[config.mk]
export PLATFORM = sky130hd
export DESIGN_NAME = clk_div_meter
export DESIGN_NICKNAME = d
export VERILOG_FILES = /design/src/rtl/clk_div_meter.sv
export SDC_FILE = /design/constraint.sdc
export NUM_CORES = 1
export LEC_CHECK = 0
export BUFFER_PORTS_ARGS = -buffer_cell sky130_fd_sc_hd__buf_2
export CAP_MARGIN = 15
export CELL_PAD_IN_SITES_DETAIL_PLACEMENT = 0
export CELL_PAD_IN_SITES_GLOBAL_PLACEMENT = 1
export CORE_MARGIN = 3
export CORE_UTILIZATION = 50
export CTS_BUF_LIST = sky130_fd_sc_hd__clkbuf_8
export CTS_CLUSTER_SIZE = 12
export DETAILED_ROUTE_END_ITERATION = 7
export PLACE_DENSITY = 0.95
export REMOVE_ABC_BUFFERS = 1
export SYNTH_ARGS = -nofsm -noshare
export SYNTH_HDL_FRONTEND = slang
export SYNTH_SLANG_ARGS = --single-unit
export TNS_END_PERCENT = 1
[constraint.sdc]
create_clock -name CLK_IN -period 8.7 [get_ports CLK_IN]
set_input_delay 2.175 -clock CLK_IN [delete_from_list [all_inputs] [get_ports CLK_IN]]
set_output_delay 2.175 -clock CLK_IN [all_outputs]
set_load 0.02 [all_outputs]
[src/rtl/clk_div_meter.sv]
// clk_div_meter: measures high time, low time and period of a (possibly
// asynchronous) divided clock in CLK_IN cycles, with duty-symmetry, lock
// and sticky timeout status.
module clk_div_meter #(
    parameter int CNT_W       = 16,
    parameter int TIMEOUT_CYC = 1000,
    parameter int LOCK_NUM    = 4
) (
    input  logic             CLK_IN,
    input  logic             RST,
    input  logic             MEAS_EN,
    input  logic             SIG_IN,
    output logic [CNT_W-1:0] HIGH_CNT,
    output logic [CNT_W-1:0] LOW_CNT,
    output logic [CNT_W-1:0] PERIOD,
    output logic             VALID,
    output logic             DUTY_OK,
    output logic             LOCKED,
    output logic             TIMEOUT
);

    typedef enum logic [1:0] {IDLE, WAIT_RISE, MEAS_HIGH, MEAS_LOW} state_t;

    localparam logic [CNT_W-1:0] TO_MAX   = CNT_W'(TIMEOUT_CYC);
    // Timeout fires on the cycle cnt would step onto TIMEOUT_CYC, so the
    // flag rises exactly TIMEOUT_CYC cycles after the last detected edge.
    localparam logic [CNT_W-1:0] TO_PRE   = CNT_W'(TIMEOUT_CYC - 1);
    localparam logic [3:0]       LOCK_MAX = 4'(LOCK_NUM);

    state_t           state, state_nxt;
    logic             s1, s2, s3;
    logic             rise, fall;
    logic [CNT_W-1:0] cnt;
    logic [CNT_W-1:0] h_tmp;
    logic [3:0]       lock_cnt;
    logic [3:0]       lock_nxt;
    logic [CNT_W:0]   sum;
    logic [CNT_W-1:0] per_sat;
    logic [CNT_W-1:0] diff;
    logic             start, capture_h, done, tmo;

    assign rise = s2 & ~s3;
    assign fall = ~s2 & s3;

    // Two-flop synchronizer plus one delay flop for edge detection.
    always_ff @(posedge CLK_IN) begin
        if (RST) begin
            s1 <= 1'b0;
            s2 <= 1'b0;
            s3 <= 1'b0;
        end else begin
            s1 <= SIG_IN;
            s2 <= s1;
            s3 <= s2;
        end
    end

    // Segment counter: restarts at 1 on every edge, saturates at the timeout.
    always_ff @(posedge CLK_IN) begin
        if (RST)
            cnt <= '0;
        else if (rise || fall)
            cnt <= CNT_W'(1);
        else if (cnt != TO_MAX)
            cnt <= cnt + CNT_W'(1);
    end

    // State register.
    always_ff @(posedge CLK_IN) begin
        if (RST)
            state <= IDLE;
        else
            state <= state_nxt;
    end

    // Next-state logic; MEAS_EN low always returns to IDLE.
    always_comb begin
        state_nxt = state;
        if (!MEAS_EN) begin
            state_nxt = IDLE;
        end else begin
            case (state)
                IDLE:      state_nxt = WAIT_RISE;
                WAIT_RISE: if (rise) state_nxt = MEAS_HIGH;
                MEAS_HIGH: if (fall) state_nxt = MEAS_LOW;
                           else if (tmo) state_nxt = WAIT_RISE;
                MEAS_LOW:  if (rise) state_nxt = MEAS_HIGH;
                           else if (tmo) state_nxt = WAIT_RISE;
                default:   state_nxt = IDLE;
            endcase
        end
    end

    // FSM outputs: datapath strobes decoded from state and edges.
    always_comb begin
        start     = (state == IDLE) && MEAS_EN;
        capture_h = (state == MEAS_HIGH) && MEAS_EN && fall;
        done      = (state == MEAS_LOW) && MEAS_EN && rise;
        tmo       = ((state == MEAS_HIGH) || (state == MEAS_LOW)) && MEAS_EN &&
                    !(rise || fall) && (cnt == TO_PRE);
    end

    // Result arithmetic: saturating period, |high-low|, next lock count.
    always_comb begin
        sum      = {1'b0, h_tmp} + {1'b0, cnt};
        per_sat  = sum[CNT_W] ? '1 : sum[CNT_W-1:0];
        diff     = (h_tmp > cnt) ? (h_tmp - cnt) : (cnt - h_tmp);
        // lock_cnt == 0 means no reference period yet (after IDLE/timeout).
        if (lock_cnt != 4'd0 && per_sat == PERIOD)
            lock_nxt = (lock_cnt >= LOCK_MAX) ? LOCK_MAX : lock_cnt + 4'd1;
        else
            lock_nxt = 4'd1;
    end

    // Result and status registers; they hold while idle.
    always_ff @(posedge CLK_IN) begin
        if (RST) begin
            h_tmp    <= '0;
            HIGH_CNT <= '0;
            LOW_CNT  <= '0;
            PERIOD   <= '0;
            VALID    <= 1'b0;
            DUTY_OK  <= 1'b0;
            LOCKED   <= 1'b0;
            TIMEOUT  <= 1'b0;
            lock_cnt <= '0;
        end else begin
            VALID <= done;
            if (start) begin
                TIMEOUT  <= 1'b0;
                lock_cnt <= '0;
            end
            if (capture_h)
                h_tmp <= cnt;
            if (done) begin
                HIGH_CNT <= h_tmp;
                LOW_CNT  <= cnt;
                PERIOD   <= per_sat;
                DUTY_OK  <= (diff <= CNT_W'(1));
                lock_cnt <= lock_nxt;
                LOCKED   <= (lock_nxt == LOCK_MAX);
            end
            if (tmo) begin
                TIMEOUT  <= 1'b1;
                LOCKED   <= 1'b0;
                lock_cnt <= '0;
            end
        end
    end

endmodule

==> results.toml, run 1 <==
[floorplanning]
ios = 56
start_util_pct = 52.11
rows = 41
die_area_um2 = 14850
die_w_um = 121.8
core_area_um2 = 12880
fp.dieH_um = 121.8

[cts]
cts_resized = 0
cts_tree = "done"
postCtsSetupBuffers = 0
clk_pin_slew_ps = 90
cts_sinks = 93
cts_buffer_depth = 2
cts_buffers = 9
cts_hold_buf = 0
clock_latency_ps = 390
cts_root_buf = "clkbuf_8"
htree_levels = 3

[worst_setup_path]
slowest_delay_ps = 540
critPathLaunchType = "flip-flop"
crit_fanout = 16
critPathRequiredTime_ps = 9010
cp-end-kind = "flip-flop"
slowest_stage = "dfxtp_1"
cp.arrival_ps = 4490
cp_cell_sequence = "inv_1, ha_1, or3_1, o221ai_2, nand3_2, a31oi_1, buf_4, a311oi_1, mux2_1, a211oi_1, nand4_1, a21oi_1"
critPathKind = "reg2reg"

[global_routing]
antenna_found_initial = 0
overflow = 0
grt_first_pass_wirelength_um = 30550
track_usage_pct = 25.96
grt_max_degree = 75
grt_pass1_vias = 5892

[layout]
area_growth_pct = 7.962
fin_cells = 1099
diodes = 0
drive_above_1_share_pct = 11.00
utilization_pct = 56.26
nNetsFinal = 982

[detailed_routing]
highest_layer = "met4"
drtIter0Drc = 569
finalWirelength_um = 19290
drc = 0
wl_met3_um = 1457
routedWlPerCell_um = 17.55
first_pass_iters = 5
met1_length_um = 8471
avgViaCountPerCell = 5.951
vias = 6540
postRouteAntennaNets = 0
met2WireLength_um = 8656

[synth]
yosys_warnings = 0
synth_cell_types = 76
synth-edff-count = 0
ys_async_sr_fraction_pct = 0
synth_area_leaders = "dfxtp_1 (28%), ha_1 (9.9%), nand2_1 (7.9%)"
ys.flop_type = "dfxtp_1"
synth_cells = 894
synth-seq-cells = 93
synth_area_leader_cell = "dfxtp_1"
seq_area_frac_synth_pct = 27.75
synth_top_area_share_pct = 27.75
synth_area_per_cell_um2 = 7.506
synth_area_um2 = 6710

[timing]
max_slew_margin_pct = 36.52
rsz0062_at_grt = "false"
fin_ws_ps = 4527
tightest_slew_ps = 940.3
max_freq_mhz = 239.6
fin_crit_ps = 4173
fin_setup_tns_ps = 0
skew_ps = 18.73
hold_viol = 0
post-route-period-util_pct = 47.97
finalSetupViolations = 0
drv_slew = 0

[power]
power_density_nw_per_um2 = 112.6
combPwrFrac_pct = 13.4
fin_total_pwr_uw = 815.8
switching_share_pct = 28.35
p_int_uw = 584.6
pwr-share-seq_pct = 52.9
power.net_switching_uw = 231.2
p_clk_share_pct = 33.8
power.leakage_uw = 0.002890
ir_worst_vdd_mv = 0.1439

[run_status]
outcome = "complete, no violations"

[placed_design]
dp_cells = 1082
gp_congestion = 1.050
dp_hpwl_um = 14810
io_buffers = 55
place_ws_ps = 4240

[run]
maxCapViolCount = 0

[worst_hold_path]
min_path_type = "reg2reg"
## critical path, delay by kind of cell (launching register included)
| family | cells | cell delay, ps |
|---|---|---|
| AO/OA/AOI/OAI | 5 | 1390 |
| buffers and inverters | 2 | 390 |
| adder cells (fa/ha/maj) | 1 | 540 |
| flip-flops | 1 | 540 |
| multiplexers | 1 | 330 |
| AND/OR/NAND/NOR | 3 | 910 |
## through the flow
step	area (um^2)	hold slack, ps
2_1_floorplan	6528	413.8
3_3_place_gp	7056	415.7
3_5_place_dp	7056	428.0
5_1_grt	7244	468.6
6_report	7244	443.5
4_1_cts	7237	450.7
## state kept, by name (all words and copies together), names as in the netlist
| register | flops |
|---|---|
| HIGH_CNT | 16 |
| TIMEOUT | 1 |
| lock_cnt | 4 |
| h_tmp | 16 |
| cnt | 16 |
| s3 | 1 |
| PERIOD | 16 |
| state | 2 |
| s1 | 1 |
| VALID | 1 |
| LOW_CNT | 16 |
| DUTY_OK | 1 |
| LOCKED | 1 |
| s2 | 1 |
## power groups by stage
stage / Sequential [uW] / Clock (uW) / Combinational (uW)
5_1_grt: 432 / 300 / 117
2_1_floorplan: 440 / 0 / 77.1
4_1_cts: 431 / 283 / 106
6_report: 431 / 276 / 109
3_3_place_gp: 441 / 0 / 106
3_5_place_dp: 441 / 0 / 105
## final timing paths
check	start	end	slack (ps)	depth (start not counted)
hold / removal	s1	s2	440	1
setup / recovery	cnt[3]	lock_cnt[2]	4530	12
setup reg to reg	cnt[3]	lock_cnt[2]	4530	12
hold reg to reg	s1	s2	440	1
## synth_stat cells (6+ instances only)
master / count
o21a_1: 7
nor3_1: 24
o21ai_0: 32
a311oi_1: 13
nand3_1: 18
o31a_1: 6
dfxtp_1: 93
ha_1: 53
a31oi_1: 13
and3_1: 9
o21ai_1: 6
and4_1: 7
mux2i_1: 7
a21oi_1: 95
nand2b_1: 10
inv_1: 60
nand4_1: 14
o211ai_1: 9
xnor2_1: 30
nor2b_1: 16
nand2_1: 141
or3_1: 10
clkbuf_1: 28
nor4_1: 7
a211oi_1: 14
nor2_1: 68
buf_2: 11
## cells by family after synthesis
| family | Yosys count | share of synthesized area (%) |
|---|---|---|
| and+or+nand+nor | 345 | 24.37 |
| muxes | 10 | 1.604 |
| adders and majority gates | 56 | 10.78 |
| buffers and inverters | 108 | 6.358 |
| AOI/OAI and AO/OA | 251 | 25.10 |
| xor gates and xnor gates | 31 | 4.046 |
| DFF | 93 | 27.75 |
## cell type report
type	count	area (um^2)
multi-input cells	693	4429
well taps	172	215.2
fillers	1265	5632
clock inverters	6	43.79
repair buffers	60	312.8
inverters	65	244.0
flip-flops and latches	93	1862
clock buffers	10	137.6
## metal layers
layer	vias to the layer above	global-route usage, %
li1	3220	-
met1	2992	35.14
met4	0	10.92
met5	-	0
met3	51	4.457
met2	277	40.95
## cells in the final DEF, fill, tap and decap left out, types with 10 or more instances in the layout
| cell type | n |
|---|---|
| nand2_1 | 141 |
| a21oi_1 | 95 |
| dfxtp_1 | 93 |
| nor2_1 | 67 |
| inv_1 | 60 |
| buf_2 | 55 |
| ha_1 | 53 |
| o21ai_0 | 32 |
| xnor2_1 | 30 |
| nor3_1 | 24 |
| nand3_1 | 18 |
| nor2b_1 | 16 |
| a211oi_1 | 14 |
| nand4_1 | 14 |
| a311oi_1 | 13 |
| a31oi_1 | 13 |
| nand2b_1 | 10 |
| or3_1 | 10 |
| clkbuf_8 | 10 |
Note: power is estimated with default switching activity, not from simulation.
==> run 2: changes to the inputs <==
--- a/config.mk
+++ b/config.mk
@@ -10,11 +10,11 @@
 export CELL_PAD_IN_SITES_DETAIL_PLACEMENT = 0
 export CELL_PAD_IN_SITES_GLOBAL_PLACEMENT = 1
 export CORE_MARGIN = 3
-export CORE_UTILIZATION = 50
+export CORE_UTILIZATION = 42
 export CTS_BUF_LIST = sky130_fd_sc_hd__clkbuf_8
 export CTS_CLUSTER_SIZE = 12
 export DETAILED_ROUTE_END_ITERATION = 7
-export PLACE_DENSITY = 0.95
+export PLACE_DENSITY = 0.89
 export REMOVE_ABC_BUFFERS = 1
 export SYNTH_ARGS = -nofsm -noshare
 export SYNTH_HDL_FRONTEND = slang
==> constraint.sdc (replaced) <==
create_clock -name CLK_IN -period 3.8 [get_ports CLK_IN]
set_input_delay 0.95 -clock CLK_IN [delete_from_list [all_inputs] [get_ports CLK_IN]]
set_output_delay 0.95 -clock CLK_IN [all_outputs]
set_load 0.02 [all_outputs]
==> run 2 against run 1 <==
Effect of this change: wire length is 14% higher; first-iteration DRC count is 13% lower; register-to-register slack worse by 4200 ps; via count increased by 5.2%; non-clock buffer count up 47; die area grew 18%; combinational power increased to 2.6 times the previous value; worst hold slack improved by 13 ps; utilization shrank 6.3 points; clock-buffer cell count fell by 1; final area up 6.4%; global-route usage fell by 1.3 points; critical path type unchanged.
==> results.toml, run 2 (synthesized netlist as in run 1, its figures left out) <==
[run_status]
outcome = "complete, no violations"

[placed_design]
io_buffers = 55
gp_congestion = 1.007
dp_hpwl_um = 16940
dp_cells = 1167

[worst_hold_path]
min_from = "s1"
min_path_cells = 1
min_path_type = "reg2reg"
holdPathEnd = "s2"

[global_routing]
grt_first_pass_wirelength_um = 34720
grt_use_met3_pct = 3.206
grtUsageMet2_pct = 40.39
track_usage_pct = 24.63
grt_pass1_vias = 6338
grt_max_degree = 41
grt.busiest_layer = "met2"
overflow = 0
antenna_found_initial = 1
grt_use_met1_pct = 33.23

[floorplanning]
core_area_um2 = 15430
ios = 56
start_util_pct = 43.50
fp.dieH_um = 132.4
rows = 45
die_area_um2 = 17530
die_w_um = 132.4

[layout]
area_growth_pct = 14.90
layout.cells.most_common = "nand2_1"
layout_common_cells = "nand2_1 (141), a21oi_1 (95), dfxtp_1 (91), nor2_1 (67), inv_1 (60)"
utilization_pct = 49.98
drive_above_1_share_pct = 16.02
fin_cells = 1185
nNetsFinal = 1029
diodes = 0
fillers = 1585

[detailed_routing]
drc = 0
postRouteAntennaNets = 0
finalWirelength_um = 22010
routedWlPerCell_um = 18.57
avgViaCountPerCell = 5.808
vias = 6883
first_pass_iters = 5
drtIter0Drc = 496

[worst_setup_path]
critPathRequiredTime_ps = 4150
slowest_delay_ps = 410
r2r-end = "DUTY_OK"
reg2reg_from = "h_tmp[0]"
crit_fanout = 5
critPathKind = "reg2reg"
cp-end-kind = "flip-flop"
critPathLaunchType = "flip-flop"
rr_worst_depth = 15
cp_cell_sequence = "inv_1, ha_1, fa_1, nor2b_1, o31a_1, o41ai_1, o21ai_1, nand2_1, buf_4, mux2i_1, xnor2_1, a2111oi_0, buf_4, nand4_1, o21ai_1"
cp-startpoint = "h_tmp[0]"
r2r_slack_ps = 340
cp.arrival_ps = 3810
slowest_stage = "fa_1"

[timing]
rsz0062_at_grt = "false"
hold_viol = 0
drv_slew = 0
fin_setup_tns_ps = 0
tightest_slew_ps = 889.0
skew_ps = 18.61
fin_crit_ps = 3461
finalSetupViolations = 0
whs_ps = 456.0
post-route-period-util_pct = 91.09
max_slew_margin_pct = 40.57
max_freq_mhz = 288.9

[cts]
clk_pin_slew_ps = 120
cts_root_buf = "clkbuf_8"
cts_hold_buf = 0
clock_latency_ps = 410
htree_levels = 3
cts_buffer_depth = 2
cts_sinks = 93
cts_tree = "done"
cts_buffers = 9

[power]
ir_worst_vdd_mv = 0.1775
power.leakage_uw = 0.003126
fin_total_pwr_uw = 2016
power_density_nw_per_um2 = 261.4

[run]
maxCapViolCount = 0
==> run 2: where the power goes <==
group	leakage, uW	internal, uW	switching (uW)
combinational	0.00227	116	166
sequential	0.000751	979	5.31
clock	0.000105	321	428
total	0.00313	1420	600
==> run 2: routing by layer <==
metal | vias up | wire length, um
met4 | 0 | 716
met3 | 52 | 1434
met5 | - | 0
li1 | 3333 | -
met2 | 260 | 10130
met1 | 3238 | 9730
==> run 2: critical path: cells and delay by family, from the launching register on <==
| kind | cells | cell delay [ps] |
|---|---|---|
| adders and majority gates | 2 | 650 |
| buffers and inverters | 3 | 430 |
| and+or+nand+nor | 3 | 400 |
| AOI/OAI and AO/OA | 5 | 1210 |
| xor gates and xnor gates | 1 | 90 |
| muxes | 1 | 220 |
| DFF | 1 | 400 |
==> run 2: repair_timing <==
item                       4_1_cts  5_1_grt
resized for setup                0        9
setup endpoints to repair        0        5
buffers inserted                 0        2
==> run 2: layout make-up <==
class / count / area (um^2) / area share (%)
clock buffers: 9 / 123.9 / 1.607
inverters: 65 / 244.0 / 3.165
well taps: 211 / 264.0 / 3.424
clock inverters: 7 / 86.33 / 1.120
flip-flops and latches: 93 / 1864 / 24.18
repair buffers: 107 / 665.6 / 8.634
multi-input cells: 693 / 4462 / 57.87
==> run 2: how the worst max path moves through the flow <==
stage | endpoint | slack [ps]
2_1_floorplan | lock_cnt[0] | 260
3_3_place_gp | lock_cnt[2] | 190
3_5_place_dp | lock_cnt[2] | 110
4_1_cts | lock_cnt[2] | 80
5_1_grt | DUTY_OK | 60
6_report | DUTY_OK | 340
==> run 2: through the flow <==
stage               cell area, um^2  worst slack, ps
global placement               7450            190.3
CTS                            7660            78.69
detailed placement             7450            108.0
finish                         7710            338.6
global route                   7710            56.75
floorplan                      6528            262.5
==> run 3: changes to the inputs <==
--- a/config.mk
+++ b/config.mk
@@ -9,7 +9,7 @@
 export CAP_MARGIN = 15
 export CELL_PAD_IN_SITES_DETAIL_PLACEMENT = 0
 export CELL_PAD_IN_SITES_GLOBAL_PLACEMENT = 1
-export CORE_MARGIN = 3
+export CORE_MARGIN = 5
 export CORE_UTILIZATION = 42
 export CTS_BUF_LIST = sky130_fd_sc_hd__clkbuf_8
 export CTS_CLUSTER_SIZE = 12
==> run 3 against run 2 <==
Effect of this change: clock skew grew 0.90 ps; clock-buffer cell count is the same; power shrank 2.3%; worst setup slack lost 93 ps; maximum frequency shrank 2.6%; combinational power grew 5%; first-iteration DRC count grew 2.4%; critical path type unchanged; sequential share of layout area shrank 0.063 points; wire length grew 1.0%; final area grew 0.26%; non-clock buffer count grew 6.
==> results.toml, run 3 (synthesized netlist as in run 1, its figures left out) <==
[floorplanning]
fp.dieH_um = 136.4
ios = 56
rows = 46
start_util_pct = 42.55
die_area_um2 = 18610
die_w_um = 136.4
core_area_um2 = 15770

[worst_setup_path]
crit_fanout = 9
r2r-end = "DUTY_OK"
cp_common_cell = "buf_4"
slowest_delay_ps = 460
cp.arrival_ps = 3900
r2r_slack_ps = 250
slowest_stage = "a2111oi_1"
critPathLaunchType = "flip-flop"
rr_worst_depth = 14
reg2reg_from = "cnt[13]"
cp-end-kind = "flip-flop"
cp_cell_sequence = "inv_1, ha_1, a21oi_1, o311ai_2, a221oi_4, a21boi_4, nor2_2, buf_4, mux2_2, nand2_1, a2111oi_1, buf_4, nand4_1, o21ai_1"
critPathKind = "reg2reg"
critPathRequiredTime_ps = 4140

[detailed_routing]
postRouteAntennaNets = 0
avgViaCountPerCell = 5.726
finalWirelength_um = 22240
vias = 6842
first_pass_iters = 6
routedWlPerCell_um = 18.61
drc = 0
drtIter0Drc = 508

[cts]
cts_hold_buf = 0
clock_latency_ps = 400
clk_pin_slew_ps = 110
cts_buffer_depth = 2
cts_tree = "done"
cts_sinks = 93
cts_root_buf = "clkbuf_8"
htree_levels = 3
cts_buffers = 9

[placed_design]
place_ws_ps = 2.259
dp_hpwl_um = 17310
io_buffers = 55
gp_congestion = 0.9769

[global_routing]
track_usage_pct = 24.06
antenna_found_initial = 0
grt_first_pass_wirelength_um = 34500
grt_max_degree = 41
grt_pass1_vias = 6295
overflow = 0

[power]
ir_worst_vdd_mv = 0.1697
power_density_nw_per_um2 = 254.8
power.leakage_uw = 0.003143
fin_total_pwr_uw = 1970

[worst_hold_path]
holdPathEnd = "s2"
min_path_cells = 1
min_path_type = "reg2reg"
min_from = "s1"

[timing]
tightest_slew_ps = 871.5
whs_ps = 441.9
drv_slew = 0
fin_ws_ps = 245.3
max_slew_margin_pct = 41.63
rsz0062_at_grt = "false"
skew_ps = 19.51
hold_viol = 0
fin_crit_ps = 3555
post-route-period-util_pct = 93.54
fin_setup_tns_ps = 0
max_freq_mhz = 281.3
finalSetupViolations = 0

[layout]
nNetsFinal = 1035
layout.cells.most_common = "nand2_1"
diodes = 0
drive_above_1_share_pct = 16.14
fillers = 1643
layout_common_cells = "nand2_1 (141), a21oi_1 (95), dfxtp_1 (91), nor2_1 (67), inv_1 (61)"
area_growth_pct = 15.20

[run]
maxCapViolCount = 0

[run_status]
outcome = "complete, no violations"
==> run 3: cell types whose count changed in the layout (fill, tap and decap cells not counted), moves of 2 or more <==
cell	change
inv_6	-2
buf_4	+6
inv_8	-2
ha_1	+2
ha_2	-2
==> run 3: final cells by class <==
| type | instances | area [um^2] | share of cell area, % |
|---|---|---|---|
| inverters | 65 | 244.0 | 3.156 |
| multi-input cells | 693 | 4453 | 57.61 |
| clock inverters | 6 | 63.81 | 0.8255 |
| repair buffers | 113 | 710.7 | 9.194 |
| well taps | 216 | 270.3 | 3.496 |
| flip-flops and latches | 93 | 1864 | 24.12 |
| clock buffers | 9 | 123.9 | 1.602 |
==> run 3: critical path, delay by kind of cell, from the launching register on <==
kind,cells,cell delay [ps]
compound gates,6,1700
fa+ha+maj,1,450
buf+inv,3,450
flops,1,410
mux,1,230
simple gates,3,270
==> run 3: stage by stage <==
| step | cells | area [um^2] | utilization, % |
|---|---|---|---|
| floorplan | 851 | 6528 | - |
| global placement | 1174 | 7473 | 47.39 |
| detailed placement | 1174 | 7473 | 47.39 |
| CTS | 1190 | 7669 | 48.63 |
| global route | 1195 | 7730 | 49.02 |
| finish | 1195 | 7730 | 49.02 |
==> run 3: worst max-delay path by stage <==
| stage | startpoint | end | depth (start not counted) |
|---|---|---|---|
| floorplan | cnt[3] | lock_cnt[0] | 11 |
| global placement | cnt[9] | DUTY_OK | 13 |
| detailed placement | cnt[9] | DUTY_OK | 14 |
| CTS | cnt[9] | DUTY_OK | 14 |
| global route | cnt[9] | DUTY_OK | 13 |
| finish | cnt[13] | DUTY_OK | 14 |
==> run 3: report_power, final <==
part           internal [uW]  switching [uW]
logic                    128             170
registers                978            4.07
clock network            301             389
==> run 3: per-layer routing <==
metal	routed length [um]	vias to the layer above	part of all wire, %	global-route usage [%]
met2	10300	222	46	38.99
met4	762	0	3.4	8.959
met1	9949	3235	45	31.73
met5	0	-	0	0
met3	1225	54	5.5	4.626
li1	-	3331	-	-
==> run 3: what timing repair did <==
item                                    CTS  global route
buffers inserted                          1             5
pin swaps                                 1             1
endpoints found under the setup margin    1             5
resized for setup                         0             7
